===== src/rtl/id_exe_pipe.sv =====
// ---------------------------------------------------------------------------
// id_exe_pipe
//
// ID/EXE pipeline register for a 5-stage in-order core.
//
// What it does:
//   - Detects a load-use hazard against the instruction in EXE and raises
//     stall, which is combinational.
//   - Loads a bubble into EXE on flush or stall. Flush has priority.
//   - Otherwise captures the decoded instruction.
//   - Masks unused source indices so the forwarding unit never matches them.
//   - Suppresses register writes to x0.
//   - Forwards same-cycle writeback data into the captured operands.
//
// Ports:
//   clk, rst          rising-edge clock; asynchronous active-high reset
//   id_*              decoded instruction fields from the ID stage
//   flush             taken branch/jump resolved in EXE; kills the ID slot
//   wb_reg_write,
//   wb_rd_addr,
//   wb_data           writeback port used for write-through
//   stall             hold PC and IF/ID this cycle
//   exe_*             registered instruction fields presented to EXE
//
// Optional feature (macro ID_EXE_STATS_EN):
//   stall_count and flush_count are 32-bit wrapping event counters.
// ---------------------------------------------------------------------------
module id_exe_pipe (
    input  logic        clk,
    input  logic        rst,
    input  logic        id_valid,
    input  logic [31:0] id_pc,
    input  logic [4:0]  id_rs1_addr,
    input  logic [4:0]  id_rs2_addr,
    input  logic [4:0]  id_rd_addr,
    input  logic        id_use_rs1,
    input  logic        id_use_rs2,
    input  logic [31:0] id_rs1_data,
    input  logic [31:0] id_rs2_data,
    input  logic [31:0] id_imm,
    input  logic [15:0] id_ctrl,
    input  logic        id_reg_write,
    input  logic        id_mem_read,
    input  logic        id_mem_write,
    input  logic        flush,
    input  logic        wb_reg_write,
    input  logic [4:0]  wb_rd_addr,
    input  logic [31:0] wb_data,
    output logic        stall,
    output logic        exe_valid,
    output logic        exe_reg_write,
    output logic        exe_mem_read,
    output logic        exe_mem_write,
    output logic [31:0] exe_pc,
    output logic [31:0] exe_rs1_data,
    output logic [31:0] exe_rs2_data,
    output logic [31:0] exe_imm,
    output logic [15:0] exe_ctrl,
    output logic [4:0]  exe_rs1_addr,
    output logic [4:0]  exe_rs2_addr,
`ifdef ID_EXE_STATS_EN
    output logic [4:0]  exe_rd_addr,
    output logic [31:0] stall_count,
    output logic [31:0] flush_count
`else
    output logic [4:0]  exe_rd_addr
`endif
);

    logic rs1_hit;
    logic rs2_hit;
    logic load_slot;
    logic rs1_wb_fwd;
    logic rs2_wb_fwd;

    // Load-use hazard.
    // A load in EXE produces its data too late for the instruction now in
    // ID, so that instruction must wait one cycle. A flush kills the ID slot
    // anyway, so a flush suppresses the stall.
    always_comb begin
        rs1_hit = id_use_rs1 && (id_rs1_addr == exe_rd_addr);
        rs2_hit = id_use_rs2 && (id_rs2_addr == exe_rd_addr);
        stall   = id_valid && exe_valid && exe_mem_read && (exe_rd_addr != 5'd0)
                  && (rs1_hit || rs2_hit) && !flush;
    end

    // A real instruction is captured only when nothing kills it.
    // The register file writes on the same edge we capture. Without
    // write-through, the operand read in ID would be stale.
    always_comb begin
        load_slot  = id_valid && !flush && !stall;
        rs1_wb_fwd = wb_reg_write && (wb_rd_addr != 5'd0) && (wb_rd_addr == id_rs1_addr);
        rs2_wb_fwd = wb_reg_write && (wb_rd_addr != 5'd0) && (wb_rd_addr == id_rs2_addr);
    end

    // EXE register.
    // A bubble is an all-zero entry. Zeroed addresses guarantee the bubble
    // can never match in the forwarding unit or in the hazard check above.
    always_ff @(posedge clk or posedge rst) begin
        if (rst) begin
            exe_valid     <= 1'b0;
            exe_reg_write <= 1'b0;
            exe_mem_read  <= 1'b0;
            exe_mem_write <= 1'b0;
            exe_pc        <= 32'd0;
            exe_rs1_data  <= 32'd0;
            exe_rs2_data  <= 32'd0;
            exe_imm       <= 32'd0;
            exe_ctrl      <= 16'd0;
            exe_rs1_addr  <= 5'd0;
            exe_rs2_addr  <= 5'd0;
            exe_rd_addr   <= 5'd0;
        end else if (!load_slot) begin
            exe_valid     <= 1'b0;
            exe_reg_write <= 1'b0;
            exe_mem_read  <= 1'b0;
            exe_mem_write <= 1'b0;
            exe_pc        <= 32'd0;
            exe_rs1_data  <= 32'd0;
            exe_rs2_data  <= 32'd0;
            exe_imm       <= 32'd0;
            exe_ctrl      <= 16'd0;
            exe_rs1_addr  <= 5'd0;
            exe_rs2_addr  <= 5'd0;
            exe_rd_addr   <= 5'd0;
        end else begin
            exe_valid     <= 1'b1;
            exe_reg_write <= id_reg_write && (id_rd_addr != 5'd0);
            exe_mem_read  <= id_mem_read;
            exe_mem_write <= id_mem_write;
            exe_pc        <= id_pc;
            exe_rs1_data  <= rs1_wb_fwd ? wb_data : id_rs1_data;
            exe_rs2_data  <= rs2_wb_fwd ? wb_data : id_rs2_data;
            exe_imm       <= id_imm;
            exe_ctrl      <= id_ctrl;
            exe_rs1_addr  <= id_use_rs1 ? id_rs1_addr : 5'd0;
            exe_rs2_addr  <= id_use_rs2 ? id_rs2_addr : 5'd0;
            exe_rd_addr   <= id_rd_addr;
        end
    end

`ifdef ID_EXE_STATS_EN
    // Event counters.
    // They count every edge on which stall or flush is high, and wrap
    // naturally at 2^32.
    always_ff @(posedge clk or posedge rst) begin
        if (rst) begin
            stall_count <= 32'd0;
            flush_count <= 32'd0;
        end else begin
            if (stall) begin
                stall_count <= stall_count + 32'd1;
            end
            if (flush) begin
                flush_count <= flush_count + 32'd1;
            end
        end
    end
`endif

endmodule


===== config.mk =====
export PLATFORM = sky130hd
export DESIGN_NAME = id_exe_pipe
export DESIGN_NICKNAME = d
export VERILOG_FILES = /design/src/rtl/id_exe_pipe.sv
export SDC_FILE = /design/constraint.sdc
export NUM_CORES = 1
export LEC_CHECK = 0
export ABC_CLOCK_PERIOD_IN_PS = 4700
export CELL_PAD_IN_SITES_DETAIL_PLACEMENT = 1
export CELL_PAD_IN_SITES_GLOBAL_PLACEMENT = 2
export CORE_MARGIN = 1.5
export CORE_UTILIZATION = 22
export CTS_BUF_LIST = sky130_fd_sc_hd__clkbuf_16
export CTS_CLUSTER_SIZE = 40
export DETAILED_ROUTE_END_ITERATION = 7
export GPL_TIMING_DRIVEN = 0
export PLACE_DENSITY_LB_ADDON = 0.1
export SLEW_MARGIN = 10
export SYNTH_ARGS = -nofsm -noshare
export SYNTH_HDL_FRONTEND = slang
export SYNTH_SLANG_ARGS = --single-unit

===== constraint.sdc =====
create_clock -name clk -period 4.7 [get_ports clk]
set_clock_uncertainty 0.05 [all_clocks]
set_input_delay 0.47 -clock clk [delete_from_list [all_inputs] [get_ports clk]]
set_output_delay 0.47 -clock clk [all_outputs]
set_load 0.01 [all_outputs]

* Word-level counts from Yosys, hierarchy flattened *
Cells that the tools add are included.

operators by class
  reductions and logical operators = 19
  multiplexer cells = 16
  eq/ne operators = 4

operator list
  kind                 count
  32-bit 2-to-1 mux    6
  5-bit 2-to-1 mux     5
  5-bit equality test  4
  16-bit 2-to-1 mux    1
  5-bit nonzero test   3
  1-bit logical AND    13
  1-bit 2-to-1 mux     4
  1-bit zero test      2
  1-bit logical OR     1

word-level totals
  word-level logic and storage cells = 51
  register bits after elaboration = 163
  input port bits = 206

* Longest topological paths before layout *
Gate-level depths: netlist (run 1).

  depth after elaboration = 8
  mapped depth = 6
  gate-level depth less buffers = 4

* Worst setup path after synthesis (run 1) *
No wires, ideal clock.

  path type = register -> output
  from = register exe_rd_addr[0]
  to = output port stall
  cell stages (with the launch flop) = 7
  required time = 4180 ps
  arrival = 1643 ps
  slack = 2537 ps
  path buffers = 2
  cells stage by stage = dfrtp_1 -> xnor2_1 -> nand4_1 -> o22ai_1 -> clkbuf_1 -> clkbuf_1 -> and2_1

between the ends
  cells in the longest elaborated chain, start to end = 5

ends and longest elaborated chain
  what                                    line    text
  start, declared                         66      output logic [4:0] exe_rd_addr
  start signal, assigned                  138     exe_rd_addr <= id_rd_addr;
  5-bit equality test (on tied branches)  81, 82
  1-bit logical AND (on tied branches)    81, 82
  1-bit logical OR                        84      && (rs1_hit || rs2_hit) && !flush;
  1-bit logical AND (*) (2 in series)     84
  end, declared                           49      output logic stall,

Mark *: on every way between the ends. The rest lies on a longest branch, timed or not.

* Worst setup path in the final report (run 1) *
  from = input port id_rs2_addr[0]
  to = output port stall

between the ends
  cells in the longest elaborated chain, start to end = 5

ends and longest elaborated chain
  what                             line  text
  start, declared                  34    input logic [4:0] id_rs2_addr,
  5-bit equality test              82    rs2_hit = id_use_rs2 && (id_rs2_addr == exe_rd_addr);
  1-bit logical AND                82
  1-bit logical OR                 84
  1-bit logical AND (2 in series)  84

No other way between the ends.

==> results of run 1 <==
[cell usage in the layout (no fill, tap or decap), types with 17 or more instances in the layout]
cell                              instances
sky130_fd_sc_hd__buf_1                   20
sky130_fd_sc_hd__clkbuf_16               17
sky130_fd_sc_hd__o31ai_1                 64
sky130_fd_sc_hd__a221oi_2                60
sky130_fd_sc_hd__a211oi_1                99
sky130_fd_sc_hd__inv_1                   90
sky130_fd_sc_hd__nand4_1                 67
sky130_fd_sc_hd__xnor2_1                 20
sky130_fd_sc_hd__dfrtp_1                163
sky130_fd_sc_hd__clkbuf_1                54
sky130_fd_sc_hd__clkdlybuf4s50_1        369
[cell usage after synthesis (all sizes together)]
cell type	count
a211oi	99
a21oi	1
a221oi	64
and2	3
and3	2
buf	41
clkbuf	54
dfrtp	163
inv	88
nand2	15
nand2b	1
nand3	2
nand4	67
nor2	1
nor3	1
o21a	1
o21ai	2
o22ai	1
o31ai	64
or4	1
xnor2	20
[registers in the layout, summed over array words and instances, names as in the netlist, 5 cells and up]
register	cells
exe_imm	32
exe_ctrl	16
exe_rs2_addr	5
exe_pc	32
exe_rd_addr	5
exe_rs1_data	32
exe_rs1_addr	5
exe_rs2_data	32
[metal layers]
metal / vias to the layer above / share of wire / wire (µm)
li1: 3390 / - / -
met1: 3510 / 0.43 / 14300
met2: 237 / 0.49 / 16100
met3: 30 / 0.067 / 2230
met4: 6 / 0.015 / 481
met5: - / 0.0011 / 38
[power by group]
group	switching [mW]	internal [mW]	total [mW]
clock	0.589	0.658	1.25
combinational	0.334	0.336	0.670
sequential	0.0192	1.46	1.48
total	0.942	2.45	3.39
[cell type report]
cell class                 count  area (µm²)
fill                        3859       22000
sequential                   163        4080
timing repair buffer         374        3790
multi-input combinational    345        2920
tap                          455         569
clock buffer                  17         425
buffer                        95         420
inverter                      88         334
clock inverter                15        78.8
antenna                        1        2.50
[worst register-to-register path, stage by stage, from the launching register on]
cell and delay (ns):
sky130_fd_sc_hd__dfrtp_1 0.44, sky130_fd_sc_hd__xnor2_1 0.18, sky130_fd_sc_hd__nand4_1 0.10, sky130_fd_sc_hd__o22ai_1 0.20
sky130_fd_sc_hd__clkbuf_1 0.53, sky130_fd_sc_hd__clkbuf_1 0.46, sky130_fd_sc_hd__a211oi_1 0.16
[through the flow]
step | utilization | std cells | setup slack, ns | instance area (µm²) | power [mW]
finish | 0.364 | 1553 | 0.951 | 12600 | 3.39
global placement | 0.347 | 1515 | 0.379 | 12000 | 2.17
detailed placement | 0.350 | 1520 | 0.913 | 12100 | 2.18
CTS | 0.364 | 1552 | 0.902 | 12600 | 3.46
global route | 0.364 | 1552 | 0.730 | 12600 | 3.56
floorplan | - | 691 | 2.11 | 7750 | 1.77
[path summary, 6_finish.rpt]
kind,startpoint,end,slack [ns],cells after the start
worst max-delay path,id_rs2_addr[0],stall,0.95,8
worst min-delay path,rst,exe_pc[23],0.46,2
worst max register to register,exe_rd_addr[4],exe_imm[10],2.43,6
worst min register to register,exe_mem_read,exe_rs2_data[1],1.20,4
max in group asynchronous,rst,exe_rs1_data[1],3.12,5
min in group clk,id_ctrl[10],exe_ctrl[10],0.49,3
[cells by family after synthesis]
family / after synthesis / share of synthesized area
and+or+nand+nor: 93 / 0.0701
DFF: 163 / 0.526
buffers and inverters: 183 / 0.0969
AOI/OAI and AO/OA: 232 / 0.284
xor gates and xnor gates: 20 / 0.0226
==> key figures, run 1 <==
Setup path
  – Sequence of cells on the critical path: clkdlybuf4s50_1, xnor2_1, nand4_1, o22ai_1, clkbuf_1, clkbuf_1, and2_1, clkdlybuf4s50_1
  – Worst-path maximum fanout: 10
  – Critical path data required time: 4.18 ns
  – Max stage delay on crit path: 0.57 ns
  – Kind of start point of the critical path: input pin
  – Total buffers and inverters traversed by the critical path: 4
  – Crit Path Class: in2out
  – Data arrival time of the critical path: 3.23 ns
  – Crit path max-delay family: buffers and inverters
  – Nature of the critical path endpoint: primary output
  – Critical Path Slowest Stage Cell: sky130_fd_sc_hd__clkdlybuf4s50_1

Global route
  – Vias in the first global route: 7815
  – GR met3 Demand/Resource: 0.0545
  – Global-route congestion overflow total: 0
  – Grt met1 use: 0.226
  – Maximum number of pins on one net before global-route repair: 35
  – Overall track demand over capacity in global routing: 0.184
  – Global Route met2 Usage: 0.312
  – Global-route wire length before repair: 49600 µm
  – Antenna violations before repair: 4
  – Global routing's busiest layer: met2

Placed design
  – GP Congestion: 0.741
  – Port-buffer cells: 369
  – HPWL after DPL: 25400 µm

Synth
  – Number of instances in the synthesized netlist: 691
  – Number of synthesized register bits: 163
  – Synth Net Count: 897
  – Distinct cell type count of the synthesized netlist: 25
  – Cell area after technology mapping: 0.00775 mm²
  – Top-area cell type share of the netlist area: 0.526
  – Leading cell types by total area after synthesis: sky130_fd_sc_hd__dfrtp_1, sky130_fd_sc_hd__a221oi_2, sky130_fd_sc_hd__a211oi_1
  – Sequential area share after synthesis: 0.526
  – Cell taking the most area after synthesis: sky130_fd_sc_hd__dfrtp_1
  – Mean cell area of the mapped netlist: 11.2 µm²
  – Number of synthesis warnings: 0

STA
  – Least-Margin Pin Slew: 0.821 ns
  – Final max-slew violation count: 0
  – Final Critical Period: 3.75 ns
  – Relative slew margins: 0.453
  – Sum Neg Setup Slack: 0 ns
  – Setup repair after global routing missed its margin: no
  – Final Hold Vio Count: 0
  – Fmax achieved: 0.267 GHz
  – Fin Hold WS: 0.455 ns
  – Part of the cycle the worst path needs: 0.798
  – Number of failing setup endpoints in the final timing report: 0

Clock tree
  – CTS tree: built
  – Clk sinks: 163
  – Clock latency of the later-clocked register in the worst-skew pair: 0.44 ns
  – PostCTS Resize Cnt: 0
  – Clock transition at the registers of the reported paths: 0.06 ns
  – Setup bufs post-CTS: 0
  – Hold buffer count at cts: 0
  – Clock buffer count from CTS: 17
  – Maximum count of clock buffers along a single path: 2
  – Root Buffer Master: sky130_fd_sc_hd__clkbuf_16
  – Depth of the CTS H-tree: 4

Drt
  – Initial DRC Count: 220
  – Length of the first detailed-routing pass in iterations: 4
  – Routed wire length: 33100 µm
  – Drt via density: 4.62
  – Residual DRC: 0
  – Routed length per instance: 21.3 µm
  – Via Count: 7173
  – Number of nets with antenna violations after detailed routing: 0

Min path
  – Type of the tightest min-delay check: in2async

Floorplanning
  – Die Span X: 191 µm
  – Placeable core region: 0.0346 mm²
  – Die height: 191 µm
  – Initial standard-cell utilization of the core: 0.224
  – Die footprint: 0.0364 mm²
  – Rows: 68
  – Count of pins on the block boundary: 370

Cells and area
  – Fraction of layout instances using a drive strength above 1: 0.105
  – Synthesis-to-layout area growth: 62.9%
  – Final net count: 1290

Flow run
  – Maximum capacitance violations: 0

Pwr
  – Peak ir drop on the vdd network: 0.248 mV
  – Power Dens Cells: 269 mW/mm²
  – Lkg Pwr: 5.02 nW

Status
  – Outcome: complete, no violations
Note: power is estimated with default switching activity, not from simulation.
==> run 2, diff against run 1 <==
ABC_CLOCK_PERIOD_IN_PS = 3800   (was 4700)
CORE_UTILIZATION = 24   (was 22)
clock period = 3.8 ns   (was 4.7 ns; I/O delays follow)
==> run 2 against run 1 <==
Compared with the run above: critical endpoint unchanged; sequential power is 24% higher; total power is 35% higher; final cell count is 3.3% lower; cell area is 0.63% higher; highest routed layer unchanged; count of clock-buffer cells in the layout stayed put.
==> key figures, run 2 (synthesis results as in run 1) <==
Clock tree
  – Clock latency of the later-clocked register in the worst-skew pair: 0.45 ns
  – Maximum count of clock buffers along a single path: 2
  – Setup bufs post-CTS: 0
  – PostCTS Resize Cnt: 0
  – Clock transition at the registers of the reported paths: 0.06 ns
  – Clk sinks: 163
  – Hold buffer count at cts: 0
  – Clock buffer count from CTS: 17
  – CTS tree: built
  – Root Buffer Master: sky130_fd_sc_hd__clkbuf_16
  – Depth of the CTS H-tree: 4

Floorplanning
  – Rows: 65
  – Die Span X: 183 µm
  – Die footprint: 0.0334 mm²
  – Initial standard-cell utilization of the core: 0.245
  – Count of pins on the block boundary: 370
  – Placeable core region: 0.0316 mm²
  – Die height: 183 µm

Pwr
  – Peak ir drop on the vdd network: 0.287 mV
  – Internal power: 3.38 mW
  – Net Sw Power: 1.20 mW
  – Lkg Pwr: 5.08 nW
  – Combinational cell fraction of total power: 0.181
  – Overall Power: 4.58 mW
  – Sequential share of power: 0.398
  – Switching fraction of total power: 0.263
  – Clock power frac: 0.421
  – Power Dens Cells: 361 mW/mm²

Setup path
  – Kind of start point of the critical path: input pin
  – Max stage delay on crit path: 0.59 ns
  – Crit path max-delay family: buffers and inverters
  – Critical path data required time: 3.37 ns
  – Sequence of cells on the critical path: clkdlybuf4s50_1, xnor2_1, nand4_1, o22ai_1, clkbuf_1, clkbuf_1, and2_1, clkdlybuf4s50_1
  – Total buffers and inverters traversed by the critical path: 4
  – Crit Path Class: in2out
  – Critical Path Slowest Stage Cell: sky130_fd_sc_hd__clkdlybuf4s50_1
  – Nature of the critical path endpoint: primary output
  – Data arrival time of the critical path: 3.18 ns
  – Worst-path maximum fanout: 10

STA
  – Sum Neg Setup Slack: 0 ns
  – Final max-slew violation count: 0
  – Final Hold Vio Count: 0
  – Least setup slack across all paths after layout: 0.193 ns
  – Final Critical Period: 3.61 ns
  – Setup repair after global routing missed its margin: no
  – Fin Hold WS: 0.380 ns
  – Relative slew margins: 0.399
  – Fmax achieved: 0.277 GHz
  – Number of failing setup endpoints in the final timing report: 0
  – Least-Margin Pin Slew: 0.902 ns
  – Part of the cycle the worst path needs: 0.949

Cells and area
  – Synthesis-to-layout area growth: 63.9%
  – Number of non-filler instances in the completed layout: 1501
  – Most frequent cells in the layout: sky130_fd_sc_hd__clkdlybuf4s50_1, sky130_fd_sc_hd__dfrtp_1, sky130_fd_sc_hd__a211oi_1
  – Most common cell after layout, fill and taps aside: sky130_fd_sc_hd__clkdlybuf4s50_1
  – End-of-flow core utilization: 0.401
  – Final net count: 1290
  – Post-layout instance area: 0.0127 mm²
  – Fraction of layout instances using a drive strength above 1: 0.108
  – Filler Cell Count: 3482

Placed design
  – HPWL after DPL: 25200 µm
  – GP Congestion: 0.777
  – Placed instance count: 1467
  – Port-buffer cells: 369
  – Pre-CTS setup slack: 0.122 ns
  – Total cell area at the placement stage: 0.0121 mm²

Global route
  – Antenna violations before repair: 5
  – Global-route congestion overflow total: 0
  – Vias in the first global route: 7713
  – Overall track demand over capacity in global routing: 0.199
  – Global-route wire length before repair: 49100 µm
  – Maximum number of pins on one net before global-route repair: 36

Drt
  – Number of nets with antenna violations after detailed routing: 0
  – Initial DRC Count: 221
  – Length of the first detailed-routing pass in iterations: 4
  – Routed length per instance: 22.0 µm
  – Via Count: 7257
  – Routed wire length: 33000 µm
  – Residual DRC: 0
  – Drt via density: 4.83

Flow run
  – Maximum capacitance violations: 0

Min path
  – Type of the tightest min-delay check: in2async

Status
  – Outcome: complete, no violations
==> run 2: cell types whose count changed in the layout (fill, tap and decap cells not counted) <==
cell	change
sky130_fd_sc_hd__diode_2	+1
sky130_fd_sc_hd__clkinv_2	-3
sky130_fd_sc_hd__clkinv_1	-2
sky130_fd_sc_hd__buf_16	+1
sky130_fd_sc_hd__inv_1	-2
sky130_fd_sc_hd__clkinv_4	+1
sky130_fd_sc_hd__clkinvlp_4	+1
sky130_fd_sc_hd__bufinv_16	+5
sky130_fd_sc_hd__buf_12	-1
==> run 2: path summary, 6_finish.rpt <==
| kind | slack [ns] | depth (start not counted) | endpoint | start |
|---|---|---|---|---|
| worst max-delay path | 0.19 | 8 | stall | id_rs1_addr[2] |
| worst min-delay path | 0.38 | 2 | exe_imm[22] | rst |
| worst max register to register | 1.45 | 6 | exe_imm[10] | exe_rd_addr[4] |
| worst min register to register | 1.26 | 4 | exe_rs1_data[31] | exe_mem_read |
| max in group asynchronous | 2.51 | 4 | exe_rs2_data[16] | rst |
| min in group clk | 0.40 | 3 | exe_pc[28] | id_pc[28] |
==> run 2: power groups by stage <==
stage          Clock, mW  Sequential (mW)  Combinational (mW)
2_1_floorplan          0             1.89               0.295
3_3_place_gp           0             1.86               0.817
3_5_place_dp           0             1.86               0.835
4_1_cts             1.99             1.83               0.840
5_1_grt             2.05             1.83               0.896
6_report            1.93             1.83               0.830
==> run 2: area by class of cell <==
cell class,count,area [µm²],area share
inverters,88,334,0.0263
clock buffers,17,425,0.0335
flip-flops and latches,163,4080,0.321
multi-input cells,345,2920,0.230
well taps,402,503,0.0396
diodes,2,5.00,0.000394
plain buffers,95,420,0.0331
repair buffers,374,3800,0.299
clock inverters,15,215,0.0169
==> run 2: layer usage <==
layer	part of all wire	up-vias	GRT usage
li1	-	3382	-
met1	0.42	3574	0.243
met2	0.49	258	0.334
met3	0.066	37	0.0563
met4	0.020	6	0.0704
met5	0.0011	-	0
==> run 3, diff against run 2 <==
CORE_ASPECT_RATIO = 1.75   (was not set)
REMOVE_ABC_BUFFERS = 1   (was not set)
==> run 3 against run 2 <==
Compared with the run above: flip-flop and latch count did not move; core utilization rose by 0.77 points; hold slack worse by 0.016 ns; count of clock-buffer cells in the layout is the same; register-to-register slack worse by 0.23 ns; first-iteration DRC count fell by 8.6%; final cell count is 4.3% lower; via count shrank 0.69%; non-clock buffer count shrank 64; cell area increased by 1.9%; critical path type unchanged; critical endpoint unchanged; highest routed layer unchanged.
==> key figures, run 3 (synthesis results as in run 1) <==
Floorplanning
  – Die footprint: 0.0334 mm²
  – Initial standard-cell utilization of the core: 0.245
  – Rows: 86
  – Placeable core region: 0.0316 mm²
  – Die Span X: 139 µm
  – Die height: 241 µm
  – Count of pins on the block boundary: 370

Setup path
  – Worst-path maximum fanout: 44
  – Crit Path Class: in2out
  – Critical path data required time: 3.37 ns
  – Nature of the critical path endpoint: primary output
  – Sequence of cells on the critical path: clkdlybuf4s50_1, nand2b_4, a211oi_4, buf_8, and2_1, clkdlybuf4s50_1
  – Data arrival time of the critical path: 3.02 ns
  – Number of cells traversed by the worst register-to-register path: 8
  – Most used cell, CP: sky130_fd_sc_hd__clkdlybuf4s50_1
  – Max stage delay on crit path: 0.82 ns
  – R2r endpoint: exe_ctrl[6]
  – Kind of start point of the critical path: input pin
  – Reg-to-reg setup timing slack: 1.22 ns
  – Critical Path Slowest Stage Cell: sky130_fd_sc_hd__a211oi_4
  – Critical R2R Launch: exe_rd_addr[3]

Cells and area
  – Most frequent cells in the layout: sky130_fd_sc_hd__clkdlybuf4s50_1, sky130_fd_sc_hd__dfrtp_1, sky130_fd_sc_hd__a211oi_1
  – Final net count: 1226
  – Fraction of layout instances using a drive strength above 1: 0.136
  – Synthesis-to-layout area growth: 67.1%
  – Multi-input gate area in the final layout: 0.00298 mm²
  – Most common cell after layout, fill and taps aside: sky130_fd_sc_hd__clkdlybuf4s50_1
  – Post-layout instance area: 0.0129 mm²
  – Filler Cell Count: 3427
  – Flip-flop and latch area: 0.00408 mm²

Min path
  – Type of the tightest min-delay check: in2async

Global route
  – Maximum number of pins on one net before global-route repair: 86
  – Global-route wire length before repair: 52400 µm
  – Vias in the first global route: 7879
  – Global-route congestion overflow total: 0
  – Overall track demand over capacity in global routing: 0.208
  – Antenna violations before repair: 7

STA
  – Final Hold Vio Count: 0
  – Number of failing setup endpoints in the final timing report: 0
  – Final Critical Period: 3.45 ns
  – Fin Hold WS: 0.364 ns
  – Fmax achieved: 0.290 GHz
  – Relative slew margins: 0.470
  – Least-Margin Pin Slew: 0.793 ns
  – Setup repair after global routing missed its margin: no
  – Final max-slew violation count: 0
  – Part of the cycle the worst path needs: 0.908

Drt
  – Routed wire length: 34600 µm
  – Initial DRC Count: 202
  – Routed length per instance: 24.1 µm
  – Number of nets with antenna violations after detailed routing: 0
  – Length of the first detailed-routing pass in iterations: 4
  – Residual DRC: 0
  – Drt via density: 5.02
  – Via Count: 7207

Placed design
  – Total cell area at the placement stage: 0.0124 mm²
  – HPWL after DPL: 24200 µm
  – GP Congestion: 0.741
  – Port-buffer cells: 369

Pwr
  – Lkg Pwr: 5.19 nW
  – Peak ir drop on the vdd network: 0.334 mV
  – Power Dens Cells: 338 mW/mm²

Clock tree
  – Maximum count of clock buffers along a single path: 2
  – PostCTS Resize Cnt: 0
  – Depth of the CTS H-tree: 4
  – Clock transition at the registers of the reported paths: 0.07 ns
  – Clk sinks: 163
  – Clock latency of the later-clocked register in the worst-skew pair: 0.45 ns
  – Setup bufs post-CTS: 0
  – Root Buffer Master: sky130_fd_sc_hd__clkbuf_16
  – Clock buffer count from CTS: 17
  – Hold buffer count at cts: 0
  – CTS tree: built

Flow run
  – Maximum capacitance violations: 0

Status
  – Outcome: complete, no violations
==> run 3: worst max-delay path by stage <==
stage / start / endpoint / slack, ns / cells after the start
after floorplan: flush / exe_rs1_data[31] / -14.63 / 3
after detailed placement: id_valid / stall / 0.34 / 6
after global routing: id_valid / stall / 0.18 / 6
after global placement: flush / stall / -39.53 / 5
final: id_valid / stall / 0.35 / 6
after CTS: id_valid / stall / 0.33 / 6
==> run 3: final cells by class <==
cell class | count | share of cell area
Inverter | 88 | 0.0261
Tap cell | 396 | 0.0383
Clock inverter | 15 | 0.00851
Multi-Input combinational cell | 345 | 0.230
Antenna cell | 7 | 0.00135
Sequential cell | 163 | 0.315
Timing Repair Buffer | 405 | 0.348
Clock buffer | 17 | 0.0329
==> run 3: routing by layer <==
metal / up-vias / part of all wire / track usage
met5: - / 0.00078 / 0
met4: 4 / 0.027 / 0.0871
li1: 3273 / - / -
met3: 52 / 0.070 / 0.0702
met2: 287 / 0.51 / 0.360
met1: 3591 / 0.39 / 0.234
==> run 3: report_power, final <==
group / internal, mW / total, mW / leakage (nW) / switching (mW)
clock network: 0.841 / 1.65 / 0.258 / 0.811
logic: 0.454 / 0.900 / 2.74 / 0.446
registers: 1.80 / 1.82 / 2.20 / 0.0212
total: 3.09 / 4.37 / 5.19 / 1.28
==> run 3: per-stage QoR <==
| stage | util | setup TNS (ns) | std cells | total power [mW] | setup slack (ns) |
|---|---|---|---|---|---|
| after floorplan | - | -2479.27 | 596 | 2.17 | -14.63 |
| after global placement | 0.364 | -6808.64 | 1361 | 2.70 | -39.53 |
| after detailed placement | 0.392 | 0 | 1397 | 2.77 | 0.337 |
| after CTS | 0.409 | 0 | 1429 | 4.45 | 0.334 |
| after global routing | 0.409 | 0 | 1434 | 4.57 | 0.180 |
| final | 0.409 | 0 | 1436 | 4.37 | 0.348 |
==> run 3: critical path, delay by kind of cell <==
| kind | cells | cell delay (ns) |
|---|---|---|
| AOI/OAI and AO/OA | 1 | 0.82 |
| buffers and inverters | 3 | 1.29 |
| and+or+nand+nor | 2 | 0.50 |
